$ cat src/rtl/bip_uart_pkg.sv
// Shared definitions for the host<->BIP UART link: byte/word widths, command
// codes and the command receiver state encoding.
package bip_uart_pkg;

  localparam int unsigned N_DATA             = 8;
  localparam int unsigned NB_DATABIP         = 16;
  localparam int unsigned LOG2_N_INSMEM_ADDR = 11;
  localparam int unsigned N_INSMEM           = 1 << LOG2_N_INSMEM_ADDR;

  localparam logic [N_DATA-1:0] CMD_LOAD = 8'h4C;
  localparam logic [N_DATA-1:0] CMD_RUN  = 8'h52;
  localparam logic [N_DATA-1:0] CMD_STEP = 8'h53;

  typedef enum logic [2:0] {
    ST_IDLE,
    ST_LEN_LO,
    ST_LEN_HI,
    ST_WORD_LO,
    ST_WORD_HI,
    ST_RUN
  } state_e;

  function automatic logic is_load_state(input state_e s);
    return (s == ST_LEN_LO) || (s == ST_LEN_HI) ||
           (s == ST_WORD_LO) || (s == ST_WORD_HI);
  endfunction

endpackage

$ cat src/rtl/uart_rx_timeout.sv
// Inter-byte watchdog: counts enabled cycles since the last clear and flags
// expiry once TIMEOUT_CYCLES have elapsed.
module uart_rx_timeout #(
  parameter int unsigned TIMEOUT_CYCLES = 1_000_000
) (
  input  logic i_clk,
  input  logic i_rst,
  input  logic i_clr,
  input  logic i_en,
  output logic o_expire
);

  localparam int unsigned CNT_W = $clog2(TIMEOUT_CYCLES + 1);

  logic [CNT_W-1:0] cnt_q, cnt_d;

  assign o_expire = i_en && (cnt_q == CNT_W'(TIMEOUT_CYCLES - 1));

  always_comb begin
    cnt_d = cnt_q;
    if (i_clr) begin
      cnt_d = '0;
    end else if (i_en && !o_expire) begin
      cnt_d = cnt_q + 1'b1;
    end
  end

  always_ff @(posedge i_clk) begin
    if (i_rst) begin
      cnt_q <= '0;
    end else begin
      cnt_q <= cnt_d;
    end
  end

endmodule

$ cat src/rtl/uart_bip_cmd_rx.sv
// Host command decoder for the BIP: turns received UART bytes into program
// loads, free-run and single-step control of the processor.
module uart_bip_cmd_rx
  import bip_uart_pkg::*;
#(
  parameter int unsigned TIMEOUT_CYCLES = 1_000_000
) (
  input  logic                          i_clk,
  input  logic                          i_rst,
  input  logic [N_DATA-1:0]             i_data,
  input  logic                          i_rx_done,
  input  logic                          i_bip_halt,
  output logic                          o_mem_we,
  output logic [LOG2_N_INSMEM_ADDR-1:0] o_mem_addr,
  output logic [NB_DATABIP-1:0]         o_mem_data,
  output logic                          o_bip_valid,
  output logic                          o_bip_reset,
  output logic                          o_busy,
  output logic                          o_error
);

  localparam int unsigned LEN_W = 2 * N_DATA;
  localparam int unsigned REM_W = LOG2_N_INSMEM_ADDR + 1;

  state_e state_q, state_d;

  logic [N_DATA-1:0]             len_lo_q, len_lo_d;
  logic [N_DATA-1:0]             word_lo_q, word_lo_d;
  logic [LOG2_N_INSMEM_ADDR-1:0] waddr_q, waddr_d;
  logic [REM_W-1:0]              rem_q, rem_d;

  logic                          mem_we_q, mem_we_d;
  logic [LOG2_N_INSMEM_ADDR-1:0] mem_addr_q, mem_addr_d;
  logic [NB_DATABIP-1:0]         mem_data_q, mem_data_d;
  logic                          bip_valid_q, bip_valid_d;
  logic                          bip_reset_q, bip_reset_d;
  logic                          busy_q, busy_d;
  logic                          error_q, error_d;

  logic             expire;
  logic [LEN_W-1:0] len_word;
  logic             len_ok;
  logic             loading;

  assign loading  = is_load_state(state_q);
  assign len_word = {i_data, len_lo_q};
  assign len_ok   = (len_word != '0) && (len_word <= LEN_W'(N_INSMEM));

  // Counter runs only inside a LOAD frame; any received byte restarts it.
  uart_rx_timeout #(
    .TIMEOUT_CYCLES (TIMEOUT_CYCLES)
  ) u_timeout (
    .i_clk    (i_clk),
    .i_rst    (i_rst),
    .i_clr    (i_rx_done || !loading),
    .i_en     (loading),
    .o_expire (expire)
  );

  always_ff @(posedge i_clk) begin
    if (i_rst) begin
      state_q     <= ST_IDLE;
      len_lo_q    <= '0;
      word_lo_q   <= '0;
      waddr_q     <= '0;
      rem_q       <= '0;
      mem_we_q    <= 1'b0;
      mem_addr_q  <= '0;
      mem_data_q  <= '0;
      bip_valid_q <= 1'b0;
      bip_reset_q <= 1'b0;
      busy_q      <= 1'b0;
      error_q     <= 1'b0;
    end else begin
      state_q     <= state_d;
      len_lo_q    <= len_lo_d;
      word_lo_q   <= word_lo_d;
      waddr_q     <= waddr_d;
      rem_q       <= rem_d;
      mem_we_q    <= mem_we_d;
      mem_addr_q  <= mem_addr_d;
      mem_data_q  <= mem_data_d;
      bip_valid_q <= bip_valid_d;
      bip_reset_q <= bip_reset_d;
      busy_q      <= busy_d;
      error_q     <= error_d;
    end
  end

  // A byte arriving in the expiry cycle is checked first, so it wins.
  always_comb begin
    state_d = state_q;
    unique case (state_q)
      ST_IDLE: begin
        if (i_rx_done) begin
          if (i_data == CMD_LOAD) begin
            state_d = ST_LEN_LO;
          end else if ((i_data == CMD_RUN) && !i_bip_halt) begin
            state_d = ST_RUN;
          end
        end
      end
      ST_LEN_LO: begin
        if (i_rx_done)   state_d = ST_LEN_HI;
        else if (expire) state_d = ST_IDLE;
      end
      ST_LEN_HI: begin
        if (i_rx_done)   state_d = len_ok ? ST_WORD_LO : ST_IDLE;
        else if (expire) state_d = ST_IDLE;
      end
      ST_WORD_LO: begin
        if (i_rx_done)   state_d = ST_WORD_HI;
        else if (expire) state_d = ST_IDLE;
      end
      ST_WORD_HI: begin
        if (i_rx_done)   state_d = (rem_q == REM_W'(1)) ? ST_IDLE : ST_WORD_LO;
        else if (expire) state_d = ST_IDLE;
      end
      ST_RUN: begin
        if (i_bip_halt) state_d = ST_IDLE;
      end
      default: state_d = ST_IDLE;
    endcase
  end

  always_comb begin
    len_lo_d  = len_lo_q;
    word_lo_d = word_lo_q;
    waddr_d   = waddr_q;
    rem_d     = rem_q;
    if (state_q == ST_IDLE) begin
      waddr_d = '0;
      rem_d   = '0;
    end
    if (i_rx_done) begin
      unique case (state_q)
        ST_LEN_LO:  len_lo_d = i_data;
        ST_LEN_HI: begin
          waddr_d = '0;
          rem_d   = len_word[REM_W-1:0];
        end
        ST_WORD_LO: word_lo_d = i_data;
        ST_WORD_HI: begin
          waddr_d = waddr_q + 1'b1;
          rem_d   = rem_q - 1'b1;
        end
        default: ;
      endcase
    end
  end

  always_comb begin
    mem_we_d    = 1'b0;
    mem_addr_d  = mem_addr_q;
    mem_data_d  = mem_data_q;
    error_d     = 1'b0;
    bip_reset_d = is_load_state(state_d);
    busy_d      = (state_d != ST_IDLE);
    bip_valid_d = (state_d == ST_RUN) ||
                  ((state_q == ST_IDLE) && i_rx_done &&
                   (i_data == CMD_STEP) && !i_bip_halt);
    if ((state_q == ST_WORD_HI) && i_rx_done) begin
      mem_we_d   = 1'b1;
      mem_addr_d = waddr_q;
      mem_data_d = {i_data, word_lo_q};
    end
    if ((state_q == ST_IDLE) && i_rx_done &&
        (i_data != CMD_LOAD) && (i_data != CMD_RUN) && (i_data != CMD_STEP)) begin
      error_d = 1'b1;
    end
    if ((state_q == ST_LEN_HI) && i_rx_done && !len_ok) begin
      error_d = 1'b1;
    end
    if (loading && !i_rx_done && expire) begin
      error_d = 1'b1;
    end
  end

  assign o_mem_we    = mem_we_q;
  assign o_mem_addr  = mem_addr_q;
  assign o_mem_data  = mem_data_q;
  assign o_bip_valid = bip_valid_q;
  assign o_bip_reset = bip_reset_q;
  assign o_busy      = busy_q;
  assign o_error     = error_q;

endmodule

$ cat config.mk
export PLATFORM = sky130hd
export DESIGN_NAME = uart_bip_cmd_rx
export DESIGN_NICKNAME = d
export VERILOG_FILES = /design/src/rtl/bip_uart_pkg.sv /design/src/rtl/uart_rx_timeout.sv /design/src/rtl/uart_bip_cmd_rx.sv
export SDC_FILE = /design/constraint.sdc
export NUM_CORES = 1
export LEC_CHECK = 0
export CAP_MARGIN = 0
export CORE_UTILIZATION = 56
export CTS_BUF_LIST = sky130_fd_sc_hd__clkbuf_8 sky130_fd_sc_hd__clkbuf_16
export DETAILED_ROUTE_END_ITERATION = 8
export GPL_TIMING_DRIVEN = 0
export PLACE_DENSITY_LB_ADDON = 0.2
export SETUP_SLACK_MARGIN = 0.02
export SKIP_CTS_REPAIR_TIMING = 1
export SLEW_MARGIN = 15
export SYNTH_ARGS = -nofsm -noshare
export SYNTH_HDL_FRONTEND = slang
export SYNTH_SLANG_ARGS = --single-unit
$ cat constraint.sdc
create_clock -name i_clk -period 2.6 [get_ports i_clk]
set_input_delay 0.39 -clock i_clk [delete_from_list [all_inputs] [get_ports i_clk]]
set_output_delay 0.39 -clock i_clk [all_outputs]
set_load 0.02 [all_outputs]
# After elaboration in Yosys (flattened, before gate mapping)
# Index checks and enable logic that the tools add are counted.
[classes]
n_addsub = 3
magnitude_cmp = 1
eq_ne = 18
muxes = 22
n_reduce_logical = 34
[op_table]
columns = ["cell", "n"]
rows = [
  ["3-bit 2-to-1 mux", 9],
  ["8-bit by 7-bit == test with 1-bit output, second input constant", 3],
  ["12-bit 2-to-1 mux", 2],
  ["8-bit by 7-bit inequality test with 1-bit output, second input constant", 3],
  ["12-bit one-hot mux with 2 select lines", 1],
  ["11-bit 2-to-1 mux", 2],
  ["11-bit one-hot mux with 2 select lines", 1],
  ["20-bit by 1-bit adder with 20-bit output, second input constant", 1],
  ["20-bit == test, second input constant", 1],
  ["3-bit one-hot mux with 6 select lines", 1],
  ["16-bit by 12-bit <= comparator with 1-bit output, second input constant", 1],
  ["16-bit nonzero test", 1],
  ["1-bit logical AND", 15],
  ["12-bit by 1-bit == test with 1-bit output, second input constant", 1],
  ["3-bit by 2-bit == test with 1-bit output, second input constant", 4],
  ["3-bit == test, second input constant", 4],
  ["12-bit by 1-bit subtractor with 12-bit output, second input constant", 1],
  ["11-bit by 1-bit adder with 11-bit output, second input constant", 1],
  ["1-bit logical OR", 8],
  ["3-bit by 1-bit == test with 1-bit output, second input constant", 2],
  ["1-bit logical NOT", 5],
  ["1-bit 2-to-1 mux", 4],
  ["2-bit 2-to-1 mux", 2],
  ["2-bit AND reduction", 2],
  ["3 further kinds", 3],
]
[totals]
register_bits = 94
in_bits = 12
wordCells = 91

# Longest topological paths before layout
[depth]
depth_word = 12
ltp_mapped = 9

# By module
# Synthesis repeated with hierarchy kept, for this count alone.
[hier_totals]
cells_unflattened = 522
area_unflattened_um2 = 4182.8
[modules_own_cells]
columns = ["module", "instances", "cells_per_inst", "area_each_um2", "seq_area_each_um2"]
rows = [
  ["uart_bip_cmd_rx", 1, 406, 3183.1, 1481.4],
  ["uart_rx_timeout", 1, 116, 999.7, 400.4],
]

# Least setup slack after synthesis
# No wires, ideal clock.
[synth_path]
path_kind = "reg2reg"
start = "register u_timeout.cnt_q[6]"
end = "register bip_reset_q (netlist: o_bip_reset)"
setup_time_ps = 135
arrival_time_ps = 1738
t_required_ps = 2465
path_slack_ps = 727
path_stages_with_launch = 8
n_path_buf = 1
period_less_slack_ps = 1873
path_cell_list = "dfxtp_1 or4b_1 buf_2 or3_1 o22ai_2 o31ai_4 xnor2_1 a21oi_1"
[synth_between]
elab_chain_len = 9
[synth_rtl]
columns = ["element", "line", "rtl"]
rows = [
  ["start, declared", "uart_rx_timeout.sv:15", "logic [CNT_W-1:0] cnt_q, cnt_d;"],
  ["start signal, assigned", "uart_rx_timeout.sv:32", "cnt_q <= cnt_d;"],
  ["20-bit == test (*)", "uart_rx_timeout.sv:17", "assign o_expire = i_en && (cnt_q == CNT_W'(TIMEOUT_CYCLES - 1));"],
  ["1-bit logical AND (*)", "uart_rx_timeout.sv:17", ""],
  ["3-bit 2-to-1 mux (*)", "-", ""],
  ["3-bit 2-to-1 mux (on tied branches)", "-", ""],
  ["3-bit one-hot mux with 6 select lines (*)", "uart_bip_cmd_rx.sv:93", "unique case (state_q)"],
  ["3-bit by 1-bit == test with 1-bit output / 3-bit by 2-bit == test with 1-bit output (equally long branches)", "bip_uart_pkg.sv:24", "return (s == ST_LEN_LO) || (s == ST_LEN_HI) ||"],
  ["1-bit logical OR (2 in a row)", "bip_uart_pkg.sv:24", ""],
  ["1-bit logical OR (*)", "bip_uart_pkg.sv:25", "(s == ST_WORD_LO) || (s == ST_WORD_HI);"],
  ["end signal, assigned", "uart_bip_cmd_rx.sv:84", "bip_reset_q <= bip_reset_d;"],
  ["end, declared", "uart_bip_cmd_rx.sv:36", "logic bip_reset_q, bip_reset_d;"],
]
# Every way passes the cells marked *; elsewhere a longest branch is shown, timed or not.
# A chain may end at the register's enable or synchronous reset.

# Final worst setup path
[layout_path]
start = "input port i_data[2]"
end = "register bip_reset_q (netlist: o_bip_reset)"
[layout_between]
elab_chain_len = 10
[layout_rtl]
columns = ["element", "line", "rtl"]
rows = [
  ["start, declared", "uart_bip_cmd_rx.sv:10", "input logic [N_DATA-1:0] i_data,"],
  ["branches (longest 5 deep; another with 16-bit by 12-bit <= comparator with 1-bit output)", "-", ""],
  ["3-bit one-hot mux with 6 select lines (*)", "uart_bip_cmd_rx.sv:93", ""],
  ["3-bit by 1-bit == test with 1-bit output / 3-bit by 2-bit == test with 1-bit output (equally long branches)", "bip_uart_pkg.sv:24", ""],
  ["1-bit logical OR (2 in a row)", "bip_uart_pkg.sv:24", ""],
  ["1-bit logical OR (*)", "bip_uart_pkg.sv:25", ""],
]
# Mark *: on every way between the ends.

==> flow_summary.toml <==
[die]
start_util = 0.583
fp.dieH_um = 89.1
coreArea_mm2 = 0.00729
rows = 31
io_pins = 44
die_area_mm2 = 0.00794
die_w_um = 89.1

[worst_setup_path]
r2r_end = "u_timeout.cnt_q[9]$_SDFFE_PP0P_"
start_kind = "input pin"
r2r_slack_ns = 0.32
r2r-start = "u_timeout.cnt_q[18]$_SDFFE_PP0P_"
rr_worst_depth = 6
worst_setup_path_end_kind = "flop"
arrival_ns = 2.51
cp_max_fo = 7
cp_data_required_time_ns = 2.82
worstSetupPathType = "input pin to flop"

[synthesis]
syn_inst = 540
synth.area.top_cells = "dfxtp_1 44%, nand2_1 10%, a21oi_1 7.5%"
synth_edf_count = 0
synthArstFlopShare = 0
syn_area_mm2 = 0.00425
yosysTopAreaCellShare = 0.443
syn_area_per_cell_um2 = 7.87
synthDistinctLibCells = 57
yosysTopAreaCell = "dfxtp_1"
yosys_warnings = 0
synth_flop_cell = "dfxtp_1"
syn_nets = 556
synth_seq_cells = 94
synth-seq-area-share = 0.443

[global_routing]
grt-ovfl-total = 0
grt_max_degree = 17
grt_pass1_vias = 3561
grt_antenna_before_repair = 0
grt_usage = 0.280
grt_pass1_wl_um = 16900

[drt]
wl_per_cell_um = 15.4
drt-total-wl_um = 10700
drtIter0Drc = 280
viasPerCell = 5.90
vias = 4109
ant_nets = 0
dr.pass1.iters = 5
route.detailed.drc = 0

[finish]
area_delta_synth_final_pct = 17.9
fillers = 630
n_antenna_cell = 0
drive_gt1_frac = 0.0570
finalNetCount = 609

[hold_path]
hold_depth = 3
hold_class = "input pin to flop"
hold_end = "len_lo_q[0]$_SDFFE_PP0P_"
hold_start = "i_data[0]"

[clock_network]
ctsHtreeMaxLevel = 3
cts_root_buffer = "clkbuf_8"
clock_latency_ns = 0.37
clock_path_buffers = 2
cts_sinks = 94
path_clk_slew_ns = 0.09
cts_tree = "built"
numCtsBuffers = 9

[timing]
worstMarginPinSlew_ns = 0.603
relSlewSlack = 0.598
hold_viol = 0
max_freq_mhz = 438
skew_ns = 0.0127
worst_slack_ns = 0.315
drv_slew = 0
finalSetupViolations = 0
hold_slack_ns = 0.393
fin_setup_tns_ns = 0
final.period_utilization = 0.879
rsz0062_at_grt = "no"
post-route-min-period_ns = 2.28

[placement]
place_ws_ns = -0.0229
io_buffers = 42
post-dp-hpwl_um = 7690
gp_congestion = 0.952

[job]
drv_cap = 0

[outcome]
run_status = "completed"

[power_and_ir_drop]
ir_drop_uv = 292
leakage_uw = 0.00164
power_density_mw_per_mm2 = 518
[flip-flops by register name (all words and copies together) (netlist names), 3 cells and up]
signal and cells:
rem_q 12, word_lo_q 8, u_timeout.cnt_q 20, o_mem_data 16
state_q 3, len_lo_q 8, o_mem_addr 11, waddr_q 11
[area by class of cell]
| type | count | area [µm²] | area share |
|---|---|---|---|
| multi-input combinational | 404 | 2200 | 0.440 |
| inverter | 10 | 37.5 | 0.00749 |
| buffer | 32 | 126 | 0.0252 |
| timing repair buffer | 42 | 420 | 0.0839 |
| sequential | 94 | 1880 | 0.375 |
| clock inverter | 6 | 93.8 | 0.0187 |
| clock buffer | 9 | 124 | 0.0247 |
| tap | 99 | 124 | 0.0247 |
[metrics by stage]
stage                     total power (µW)  cells  area [µm²]   util
after floorplan                       1510    540        4250      -
after global placement                1560    681        4790  0.658
after detailed placement              1560    681        4790  0.658
after CTS                             2600    696        5010  0.687
after global routing                  2670    696        5010  0.687
final                                 2600    696        5010  0.687
[report_power, final]
part	internal, µW	switching (µW)	total, µW
Clock	545	526	1070
Combinational	28.1	57.2	85.2
Sequential	1440	0.719	1440
Total	2010	584	2600
[kinds of logic (layout without fill, tap and decap cells)]
kind of cell | Yosys count | after routing | synth area share
AO/OA/AOI/OAI | 122 | 122 | 0.182
XOR/XNOR | 17 | 17 | 0.0368
adder cells (fa/ha/maj) | 5 | 5 | 0.0141
buffers and inverters | 42 | 99 | 0.0386
flip-flops | 94 | 94 | 0.443
multiplexers | 2 | 2 | 0.00471
AND/OR/NAND/NOR | 258 | 258 | 0.281
[cell usage after synthesis (6+ instances only)]
| library cell | count |
|---|---|
| inv_1 | 10 |
| nor2_1 | 56 |
| clkbuf_1 | 27 |
| nand3_1 | 8 |
| a221oi_1 | 6 |
| o21ai_0 | 18 |
| dfxtp_1 | 94 |
| nor3_1 | 19 |
| and3_1 | 8 |
| a21oi_1 | 64 |
| xnor2_1 | 13 |
| nand2_1 | 116 |
| nand4_1 | 6 |
[critical path: stages]
cell,delay (ns)
clkdlybuf4s50_1,0.61
nor4_1,0.40
nand4_1,0.19
a31oi_2,0.24
nor3_1,0.09
a311oi_1,0.46
a21oi_1,0.13
[metal layers]
metal / GRT usage / share of wire
met3: 0.0563 / 0.063
met1: 0.353 / 0.43
met2: 0.475 / 0.48
met5: 0 / 0
met4: 0.104 / 0.019
[worst max path at each step]
stage	slack [ns]	start	to	depth (start not counted)
final	0.32	i_data[2]	o_bip_reset$_SDFF_PP0_	7
after global routing	0.04	u_timeout.cnt_q[18]$_SDFFE_PP0P_	u_timeout.cnt_q[9]$_SDFFE_PP0P_	6
after CTS	0.32	u_timeout.cnt_q[18]$_SDFFE_PP0P_	u_timeout.cnt_q[9]$_SDFFE_PP0P_	6
after detailed placement	-0.02	i_data[2]	o_bip_reset$_SDFF_PP0_	7
after global placement	0.02	i_data[2]	o_bip_reset$_SDFF_PP0_	7
after floorplan	0.73	u_timeout.cnt_q[6]$_SDFFE_PP0P_	o_bip_reset$_SDFF_PP0_	7
[cells in the final DEF, fill, tap and decap left out, drive strengths merged, types with 3 or more instances in the layout]
cell / synthesis / layout
dfxtp: 94 / 94
o21ai: 19 / 19
nor2: 58 / 58
nand3b: 4 / 4
a221oi: 6 / 6
o2111ai: 5 / 5
xnor2: 14 / 14
a31o: 3 / 3
a222oi: 3 / 3
and3: 8 / 8
nand3: 8 / 8
buf: 5 / 5
or2: 3 / 3
nor2b: 4 / 4
clkbuf: 27 / 36
nor3: 19 / 19
and2: 4 / 4
nor4: 5 / 5
a311oi: 4 / 4
a21oi: 64 / 64
nor3b: 5 / 5
xor2: 3 / 3
or3: 5 / 5
clkdlybuf4s50: 0 / 42
ha: 4 / 4
inv: 10 / 12
nand2: 116 / 116
nand4: 6 / 6
nand2b: 3 / 3
a31oi: 4 / 4
No activity file was read; power rests on OpenSTA's default activity.
